## config.mk

```make
export PLATFORM = sky130hd
export DESIGN_NAME = rca_seq_ctrl
export DESIGN_NICKNAME = d
export VERILOG_FILES = /design/src/rtl/rca_seq_pkg.sv /design/src/rtl/RCA_4bit.sv /design/src/rtl/rca_seq_ctrl.sv
export SDC_FILE = /design/constraint.sdc
export NUM_CORES = 1
export LEC_CHECK = 0
export CORE_ASPECT_RATIO = 1.5
export CORE_MARGIN = 2
export CORE_UTILIZATION = 57
export CTS_BUF_LIST = sky130_fd_sc_hd__clkbuf_16
export DETAILED_ROUTE_END_ITERATION = 12
export PLACE_DENSITY = 0.95
export SLEW_MARGIN = 5
export SYNTH_ARGS = -nofsm -noshare
export SYNTH_HDL_FRONTEND = slang
export SYNTH_SLANG_ARGS = --single-unit
```

## constraint.sdc

```tcl
create_clock -name clk -period 5 [get_ports clk]
set_input_delay 1 -clock clk [delete_from_list [all_inputs] [get_ports clk]]
set_output_delay 1 -clock clk [all_outputs]
set_load 0.02 [all_outputs]
```

## src/rtl/rca_seq_pkg.sv

```systemverilog
// Shared definitions for the sequential ripple-carry adder controller:
// slice width, FSM state encoding and the slice-count helper.
package rca_seq_pkg;

    localparam int SLICE_W = 4;

    typedef enum logic [1:0] {
        IDLE = 2'd0,
        RUN  = 2'd1,
        DONE = 2'd2
    } state_t;

    function automatic int nslice(input int width);
        return width / SLICE_W;
    endfunction

endpackage

```

## src/rtl/RCA_4bit.sv

```systemverilog
// Four-bit ripple-carry adder slice, shared by every nibble step of
// rca_seq_ctrl. Purely combinational.
module RCA_4bit
    import rca_seq_pkg::*;
(
    input  logic [SLICE_W-1:0] a_i,
    input  logic [SLICE_W-1:0] b_i,
    input  logic               cin_i,
    output logic [SLICE_W-1:0] sum_o,
    output logic               cout_o
);

    logic [SLICE_W:0] carry;

    // NOTE: every variable gets a value before the loop so no latch is inferred.
    always_comb begin
        carry    = '0;
        sum_o    = '0;
        carry[0] = cin_i;
        for (int i = 0; i < SLICE_W; i++) begin
            sum_o[i]     = a_i[i] ^ b_i[i] ^ carry[i];
            carry[i + 1] = (a_i[i] & b_i[i]) | (carry[i] & (a_i[i] ^ b_i[i]));
        end
        cout_o = carry[SLICE_W];
    end

endmodule

```

## src/rtl/rca_seq_ctrl.sv

```systemverilog
// Multi-cycle WIDTH-bit adder that steps one shared 4-bit ripple slice from
// LSB to MSB nibble. Define RCA_SEQ_SUB_EN to add the sub port (a - b).
module rca_seq_ctrl
    import rca_seq_pkg::*;
#(
    parameter int WIDTH = 16
) (
    input  logic             clk,
    input  logic             rst,
    input  logic             in_valid,
    output logic             in_ready,
    input  logic [WIDTH-1:0] a,
    input  logic [WIDTH-1:0] b,
    input  logic             cin,
`ifdef RCA_SEQ_SUB_EN
    input  logic             sub,
`endif
    output logic             out_valid,
    input  logic             out_ready,
    output logic [WIDTH-1:0] sum,
    output logic             cout,
    output logic             busy
);

    localparam int NSLICE = nslice(WIDTH);
    localparam int IDX_W  = (NSLICE > 1) ? $clog2(NSLICE) : 1;
    localparam logic [IDX_W-1:0] LAST_IDX = IDX_W'(NSLICE - 1);

    state_t             state_q;
    logic [WIDTH-1:0]   a_q;
    logic [WIDTH-1:0]   b_q;
    logic               carry_q;
    logic [IDX_W-1:0]   idx_q;
    logic [WIDTH-1:0]   res_q;
    logic [WIDTH-1:0]   res_d;
    logic [WIDTH-1:0]   sum_q;
    logic               cout_q;
    logic               in_ready_q;
    logic               out_valid_q;
    logic               busy_q;
`ifdef RCA_SEQ_SUB_EN
    logic               sub_q;
`endif

    logic [SLICE_W-1:0] a_nib;
    logic [SLICE_W-1:0] b_nib;
    logic [SLICE_W-1:0] s_nib;
    logic               s_cout;

    // Nibble mux in front of the shared slice; subtraction inverts B.
    always_comb begin
        a_nib = a_q[idx_q * SLICE_W +: SLICE_W];
        b_nib = b_q[idx_q * SLICE_W +: SLICE_W];
`ifdef RCA_SEQ_SUB_EN
        if (sub_q) begin
            b_nib = ~b_nib;
        end
`endif
    end

    RCA_4bit u_slice (
        .a_i    (a_nib),
        .b_i    (b_nib),
        .cin_i  (carry_q),
        .sum_o  (s_nib),
        .cout_o (s_cout)
    );

    always_comb begin
        res_d = res_q;
        res_d[idx_q * SLICE_W +: SLICE_W] = s_nib;
    end

    // NOTE: state is updated with non-blocking assignments so every register
    // samples pre-edge values regardless of statement order.
    // NOTE: the datapath registers share the async reset so an aborted
    // operation leaves no stale operands or partial result behind.
    always_ff @(posedge clk or posedge rst) begin
        if (rst) begin
            state_q     <= IDLE;
            a_q         <= '0;
            b_q         <= '0;
            carry_q     <= 1'b0;
            idx_q       <= '0;
            res_q       <= '0;
            sum_q       <= '0;
            cout_q      <= 1'b0;
            in_ready_q  <= 1'b1;
            out_valid_q <= 1'b0;
            busy_q      <= 1'b0;
`ifdef RCA_SEQ_SUB_EN
            sub_q       <= 1'b0;
`endif
        end else begin
            case (state_q)
                IDLE: begin
                    if (in_valid) begin
                        a_q        <= a;
                        b_q        <= b;
                        idx_q      <= '0;
`ifdef RCA_SEQ_SUB_EN
                        sub_q      <= sub;
                        carry_q    <= sub ? 1'b1 : cin;
`else
                        carry_q    <= cin;
`endif
                        state_q    <= RUN;
                        in_ready_q <= 1'b0;
                        busy_q     <= 1'b1;
                    end
                end
                RUN: begin
                    res_q   <= res_d;
                    carry_q <= s_cout;
                    if (idx_q == LAST_IDX) begin
                        // Publish the result only when complete so sum/cout
                        // never show a half-built value.
                        state_q     <= DONE;
                        sum_q       <= res_d;
                        cout_q      <= s_cout;
                        out_valid_q <= 1'b1;
                    end else begin
                        idx_q <= idx_q + IDX_W'(1);
                    end
                end
                DONE: begin
                    if (out_ready) begin
                        state_q     <= IDLE;
                        out_valid_q <= 1'b0;
                        busy_q      <= 1'b0;
                        in_ready_q  <= 1'b1;
                    end
                end
                default: begin
                    state_q     <= IDLE;
                    out_valid_q <= 1'b0;
                    busy_q      <= 1'b0;
                    in_ready_q  <= 1'b1;
                end
            endcase
        end
    end

    assign in_ready  = in_ready_q;
    assign out_valid = out_valid_q;
    assign sum       = sum_q;
    assign cout      = cout_q;
    assign busy      = busy_q;

endmodule

```

[Yosys cells after proc, flatten, opt, wreduce, memory -nomap -nowiden]
Index checks and enable logic that the tools add are counted.
Storage, ports and cells
  flip-flop bits (word level): 73
  bits of input ports: 37
  output and inout bits: 20
  logic and storage cells: 73
Operators by class
  add/subtract/negate cells: 2
  eq/ne operators: 7
  shift-type cells: 4
  muxes and demuxes: 18
  bitwise operators: 22
  reductions and logical operators: 9
Operator list (count)
  $neg 4->34: 1
  $shift 4x34->16 const A: 1
  $shiftx 4x34->16: 1
  $shiftx 16x5->4: 2
  $bwmux 16: 1
  $reduce_and 3->1: 4
  $mux 2: 5
  $pmux 1 s3: 3
  $and 1x1->1: 8
  $ne 2x2->1 const B: 4
  $xor 1x1->1: 8
  $mux 1: 6
  $pmux 2 s3: 1
  $reduce_and 2->1: 3
  $eq 2x2->1 const B: 2
  $or 1x1->1: 4
  $pmux 2 s2: 1
  $add 2x1->2 const B: 1
  $eq 2x1->1 const B: 1
  $logic_not 2->1: 1
  $not 1->1: 2
  $pmux 1 s2: 1
  $reduce_bool 2->1: 1

[Logic depth before layout (Yosys ltp)]
Gate-level depths: netlist of the first run.
  word-level depth: 11
  mapped depth: 13
  depth with buffers taken out: 11

[Hierarchy]
A second synthesis of the first run with hierarchy kept.
Unflattened totals
  cells, all modules: 274
  area, all modules: 3440.8 µm²
By module, submodules not included
  rca_seq_ctrl: times used 1, cells each 260, area an instance 3323.2 µm², sequential area each 1828.0 µm²
  RCA_4bit: times used 1, cells each 14, area an instance 117.6 µm², sequential area each 0.0 µm²

[Least setup slack after synthesis of the first run]
Ideal clock, no wire load.
  path kind: reg-to-reg
  start: reg idx_q[0]
  end: reg sum_q[11], in the netlist sum[11]
  library setup time: 77 ps
  arrival: 2951 ps
  required time: 4923 ps
  path slack: 1972 ps
  stages on the path, launching flop included: 14
  path buffers: 2
  clock period less this slack: 3028 ps
  path through: dfrtp_1 > buf_4 > mux4_2 > inv_1 > fa_1 > inv_1 > fa_1 > inv_1 > fa_1 > inv_1 > fa_1 > clkbuf_1 > a21oi_1 > a21oi_1
On the way
  longest elaborated chain between the ends: 11
  elaborated cells between the ends (all ways): 25
  classes of those cells: add/sub: 1; eq/ne: 1; shift: 4; mux: 1; bitwise: 17; reduce/logical: 1
Ends and longest elaborated chain
  start: declaration: RTL line rca_seq_ctrl.sv:33  | logic [IDX_W-1:0] idx_q;
  start signal: assignment: RTL line rca_seq_ctrl.sv:123  | idx_q <= idx_q + IDX_W'(1);
  $shiftx 16x5->4, on equally long branches: RTL line rca_seq_ctrl.sv:52, rca_seq_ctrl.sv:53
  $xor 1x1->1: RTL line RCA_4bit.sv:21, RCA_4bit.sv:22
  $and 1x1->1: RTL line RCA_4bit.sv:22  | carry[i + 1] = (a_i[i] & b_i[i]) | (carry[i] & (a_i[i] ^ b_i[i]));
  $or 1x1->1: RTL line RCA_4bit.sv:22
  $and 1x1->1: RTL line RCA_4bit.sv:22
  $or 1x1->1: RTL line RCA_4bit.sv:22
  $and 1x1->1: RTL line RCA_4bit.sv:22
  $or 1x1->1: RTL line RCA_4bit.sv:22
  $xor 1x1->1: RTL line RCA_4bit.sv:21  | sum_o[i] = a_i[i] ^ b_i[i] ^ carry[i];
  $shiftx 4x34->16: RTL line rca_seq_ctrl.sv:71  | res_d[idx_q * SLICE_W +: SLICE_W] = s_nib;
  $bwmux 16: RTL line rca_seq_ctrl.sv:71
  end signal: assignment: RTL line rca_seq_ctrl.sv:119  | sum_q <= res_d;
  end: declaration: RTL line rca_seq_ctrl.sv:36  | logic [WIDTH-1:0] sum_q;
Parallel ways exist; a longest one is shown, timed or not.
A chain may end at the register's enable or synchronous reset.

[Final worst setup path of the first run]
  start: reg idx_q[0]
  end: reg sum_q[15], in the netlist sum[15]
The elaborated chain is that of the path after synthesis.

==> flow_metrics.tcl, run 1 <==
set metrics [dict create \
    syn_to_final_growth_pct 24.3 \
    maxCapViolCount 0 \
    start_kind "flop" \
    port_buffers 56 \
    worstMarginPinSlew_ns 1.31 \
    clock.fmax_mhz 272 \
    core_um2 5790 \
    grt_pass1_wl_mm 12.9 \
    critical-path-max-stage-delay_ns 0.91 \
    status "completed" \
    netlist_area_um2 3420 \
    grt_pass1_vias 2530 \
    slew_headroom 0.117 \
    final_hold_viol_count 0 \
    final_core_util 0.735 \
    clock-skew-final_ns 0.00501 \
    avgSynthCellArea_um2 12.8 \
    synthFlopType "dfrtp_1" \
    initial_core_util 0.591 \
    finalSetupTns_ns 0 \
    place.gp.congestion 0.783 \
    ant_nets 0 \
    grt-ovfl-total 0 \
    antenna_found_initial 0 \
    crit_path_end "sum[15]" \
    hp-class "flop to flop" \
    fin_crit_ns 3.68 \
    reg2reg_slack_ns 1.32 \
    setup_ws_ns 1.32 \
    clkTransAtPathRegs_ns 0.06 \
    synth_top_area_share 0.527 \
    routed_wl_mm 7.97 \
    dieArea_um2 6650 \
    synth_nets 314 \
    finalSetupViolCount 0 \
    num_vias 2382 \
    required_ns 5.25 \
    crit_fanout 18 \
    worstReg2RegEnd "sum[15]" \
    whs_ns 0.485 \
    cts_sinks 73 \
    drc 0 \
    crit_start "idx_q[0]" \
    fp.dieH_um 98.8 \
    cts-resized-gates 0 \
    diodes 0 \
    worstSetupEndpointType "flop" \
    tritoncts "built" \
    vdd_ir_drop_max_uv 445 \
    cts_htree_levels 3 \
    drt-wirelength-per-cell_um 20.2 \
    slowest_stage "dfrtp_1" \
    drive_gt1_frac 0.180 \
    row_count 34 \
    first_pass_iters 4 \
    leakage_nw 1.82 \
    post-cts-setup-buffers 0 \
    synth_edf_count 0 \
    r2r-start "idx_q[0]" \
    crit_chain "mux4_2 > inv_1 > fa_1 > inv_1 > fa_1 > inv_1 > fa_1 > inv_1 > fa_1 > a21oi_1 > a21oi_1" \
    synthArstFlopShare 1.00 \
    finalInstanceArea_um2 4250 \
    ys_ff_latch 73 \
    fp.dieW_um 67.2 \
    drt_iter0_markers 181 \
    p_per_area_nw_per_um2 804 \
    placed_cell_area_um2 3970 \
    synth.most_common_cell "dfrtp_1" \
    clk_path_buf_depth 2 \
    cp.arrival_ns 3.93 \
    synthTopCellsByArea "dfrtp_1, mux2_2, mux4_2" \
    rsz0062_at_grt "no" \
    maxSlewViolCount 0 \
    track_usage 0.270 \
    reg2reg_depth 11 \
    clkLatencyLatePin_ns 0.34 \
    pre_cts_ws_ns 1.52 \
    synthDistinctLibCells 35 \
    synthCells 267 \
    yosysWarningCount 0 \
    synth_seq_area_share 0.535 \
    viasPerCell 6.03 \
    grt_max_degree 45 \
    path_class "flop to flop" \
    synth_common_cells "dfrtp_1, mux2_2, nor2_1" \
    dp_hpwl_mm 5.00 \
    synth_top_area_cell "dfrtp_1" \
    post-route-period-util 0.736 \
    cts_made_buffers 9 \
    ios 57 \
    cts-root-buf "clkbuf_16" \
    cts.hold.buffers_added 0 \
    nets 365 \
]
-- state kept, by name, summed over array words and instances, names as in the netlist --
name,count
a_q,16
b_q,16
busy,1
carry_q,1
cout,1
idx_q,2
in_ready,1
out_valid,1
res_q,16
state_q,2
sum,16
-- cell type report --
type                       count  area [um^2]
fill                         382         1540
sequential                    73         1830
clock inverter                 7         52.6
inverter                      16         60.1
tap                           72         90.1
timing repair buffer          58          576
multi-input combinational    160         1420
clock buffer                   9          225
-- worst max-delay path, delay by kind of cell (launching register included) --
family / cells / cell delay (ns)
buffers and inverters: 4 / 0.29
AOI/OAI and AO/OA: 2 / 0.36
DFF: 1 / 0.91
muxes: 1 / 0.62
adders and majority gates: 4 / 1.39
-- through the flow --
stage	total power, W	std cells
2_1_floorplan	0.00222	267
5_1_grt	0.00359	395
6_report	0.00342	395
3_5_place_dp	0.00272	379
4_1_cts	0.00340	395
3_3_place_gp	0.00264	379
-- metal layers --
layer / GRT usage / part of all wire
met2: 0.444 / 0.55
met4: 0.162 / 0.042
met3: 0.0674 / 0.054
met5: 0 / 0
met1: 0.311 / 0.35
-- cells in the final DEF, fill, tap and decap left out, drive strengths merged, types with 3 or more instances in the layout --
cell            n
nor2           20
inv            17
ha              6
mux4            8
a32o            8
clkinv          5
fa              4
clkbuf          9
dfrtp          72
nand2b         14
mux2           33
a21oi          17
and2b           3
a31oi           6
clkdlybuf4s50  56
nand2           4
nor2b           8
a22o            8
nor4bb          3
-- kinds of logic after synthesis --
kind of cell / after synthesis / synth area share
muxes: 42 / 0.164
and+or+nand+nor: 58 / 0.0999
buffers and inverters: 34 / 0.0520
AOI/OAI and AO/OA: 50 / 0.104
adders and majority gates: 10 / 0.0454
DFF: 73 / 0.535
-- worst min-delay path by stage --
stage | end | slack, ns | depth (start not counted) | from
2_1_floorplan | res_q[11] | 0.46 | 1 | res_q[11]
3_3_place_gp | out_valid | 0.46 | 1 | out_valid
3_5_place_dp | out_valid | 0.47 | 1 | out_valid
4_1_cts | res_q[3] | 0.49 | 1 | res_q[3]
5_1_grt | res_q[15] | 0.50 | 1 | res_q[15]
6_report | res_q[3] | 0.49 | 1 | res_q[3]
-- where the power goes --
group          internal (W)  switching [W]
combinational      0.000801       0.000896
clock              0.000376       0.000238
sequential         0.000876       0.000230
(Power assumes the default switching activity.)
==> run 2: changes to the inputs <==
--- a/config.mk
+++ b/config.mk
@@ -7,10 +7,10 @@
 export LEC_CHECK = 0
 export CORE_ASPECT_RATIO = 1.5
 export CORE_MARGIN = 2
-export CORE_UTILIZATION = 57
+export CORE_UTILIZATION = 48
 export CTS_BUF_LIST = sky130_fd_sc_hd__clkbuf_16
 export DETAILED_ROUTE_END_ITERATION = 12
-export PLACE_DENSITY = 0.95
+export PLACE_DENSITY = 0.86
 export SLEW_MARGIN = 5
 export SYNTH_ARGS = -nofsm -noshare
 export SYNTH_HDL_FRONTEND = slang
==> constraint.sdc (replaced) <==
create_clock -name clk -period 3.1 [get_ports clk]
set_input_delay 0.62 -clock clk [delete_from_list [all_inputs] [get_ports clk]]
set_output_delay 0.62 -clock clk [all_outputs]
set_load 0.02 [all_outputs]
==> run 2 against run 1 <==
Worst setup slack lost 1.2 ns. Critical path depth unchanged. Utilization fell by 11 points. Combinational power increased by 62%. Design area up 2.0%. Highest routed layer unchanged. Register-to-register slack worse by 1.2 ns. Sequential share of layout area shrank 0.86 points. Largest cell class unchanged.
==> flow_metrics.tcl, run 2 (synthesis results as in run 1) <==
set metrics [dict create \
    clkPwrFrac 0.183 \
    drive_gt1_frac 0.211 \
    status "completed" \
    clkTransAtPathRegs_ns 0.05 \
    row_count 37 \
    cts_made_buffers 9 \
    routed_wl_mm 6.96 \
    maxCapViolCount 0 \
    cts_sinks 73 \
    finalSetupViolCount 0 \
    required_ns 3.35 \
    grt-ovfl-total 0 \
    fp.dieW_um 72.9 \
    worstMarginPinSlew_ns 0.708 \
    place.gp.congestion 0.900 \
    track_usage 0.193 \
    p_comb_frac 0.504 \
    p_int_w 0.00336 \
    initial_core_util 0.496 \
    cts.hold.buffers_added 0 \
    cts_htree_levels 3 \
    p_per_area_nw_per_um2 1260 \
    clk_path_buf_depth 2 \
    grt_pass1_wl_mm 11.3 \
    tritoncts "built" \
    reg2reg_slack_ns 0.17 \
    p_sw_w 0.00208 \
    grt_pass1_vias 2374 \
    fp.dieH_um 107 \
    antenna_found_initial 0 \
    clkLatencyLatePin_ns 0.33 \
    syn_to_final_growth_pct 26.9 \
    whs_ns 0.477 \
    first_pass_iters 4 \
    ios 57 \
    num_vias 2274 \
    p_seq_frac 0.313 \
    start_kind "flop" \
    final_common_cell "dfrtp_1" \
    path_class "flop to flop" \
    finalSetupTns_ns 0 \
    most-common-layout-cells "dfrtp_1, clkdlybuf4s50_1, mux2_2" \
    diodes 0 \
    vdd_ir_drop_max_uv 770 \
    drt-wirelength-per-cell_um 17.0 \
    fin_crit_ns 2.93 \
    leakage_nw 1.86 \
    p_sw_frac 0.382 \
    slew_headroom 0.527 \
    nets 373 \
    dp_hpwl_mm 5.03 \
    grt_max_degree 36 \
    dieArea_um2 7830 \
    final_hold_viol_count 0 \
    worstSetupEndpointType "flop" \
    maxSlewViolCount 0 \
    drc 0 \
    clock-skew-final_ns 0.00664 \
    port_buffers 56 \
    core_um2 6900 \
    viasPerCell 5.56 \
    crit_fanout 8 \
    ant_nets 0 \
    post-route-period-util 0.946 \
    cp.arrival_ns 3.18 \
    rsz0062_at_grt "no" \
    drt_iter0_markers 162 \
    clock.fmax_mhz 341 \
    hp-class "flop to flop" \
    cts-root-buf "clkbuf_16" \
]
==> run 2: cell count changes in the layout (fill, tap and decap cells not counted), sizes merged <==
| cell | delta |
|---|---|
| clkinv | -2 |
| clkinvlp | +2 |
| buf | +8 |
==> run 2: through the flow <==
stage | total power (W) | setup WS, ns | instances | area, um^2 | utilization
floorplan | 0.00358 | 0.0715 | 267 | 3420 | -
global placement | 0.00430 | 0.314 | 393 | 4050 | 0.587
detailed placement | 0.00442 | 0.145 | 393 | 4050 | 0.587
CTS | 0.00544 | 0.0886 | 409 | 4330 | 0.628
global route | 0.00578 | 0.0215 | 409 | 4340 | 0.629
finish | 0.00544 | 0.167 | 409 | 4340 | 0.629
==> run 2: critical path, stage by stage (launching register included) <==
cell and delay (ns):
dfrtp_1 0.45, mux4_2 0.53, inv_1 0.10, fa_1 0.18
inv_1 0.06, fa_1 0.36, inv_1 0.08, fa_1 0.16
inv_1 0.05, fa_2 0.62, a21oi_1 0.09, a21oi_1 0.17
==> run 2: timing repair <==
action,4_1_cts,5_1_grt
resized for setup,0,1
endpoints found under the setup margin,0,4
buffers inserted,0,0
==> run 2: final timing paths <==
| check | start | endpoint | cells past startpoint |
|---|---|---|---|
| max reg2reg | idx_q[0] | sum[7] | 11 |
| min | out_valid | out_valid | 1 |
| max | idx_q[0] | sum[7] | 11 |
| max in group asynchronous | rst | in_ready | 3 |
| min reg2reg | out_valid | out_valid | 1 |
| min in group asynchronous | rst | b_q[4] | 2 |
==> run 2: final cells by class <==
type                            count  area [um^2]
Clock inverter                      7         62.6
Multi-Input combinational cell    160         1420
Inverter                           16         60.1
Clock buffer                        9          225
Tap cell                           78         97.6
Fill cell                         538         2560
Timing Repair Buffer               66          648
Sequential cell                    73         1830
==> run 2: power by group through the flow <==
stage / Sequential (W) / Clock, W / Combinational, W
floorplan: 0.00178 / 0 / 0.00180
global placement: 0.00169 / 0 / 0.00261
CTS: 0.00171 / 0.00100 / 0.00273
detailed placement: 0.00172 / 0 / 0.00270
finish: 0.00170 / 0.000995 / 0.00275
global route: 0.00176 / 0.00105 / 0.00298
==> run 2: metal layers <==
| layer | vias up | wire [um] | GRT usage |
|---|---|---|---|
| li1 | 1065 | - | - |
| met1 | 1123 | 2690 | 0.214 |
| met2 | 69 | 3840 | 0.340 |
| met3 | 17 | 267 | 0.0440 |
| met4 | 0 | 159 | 0.0952 |
| met5 | - | 0 | 0 |
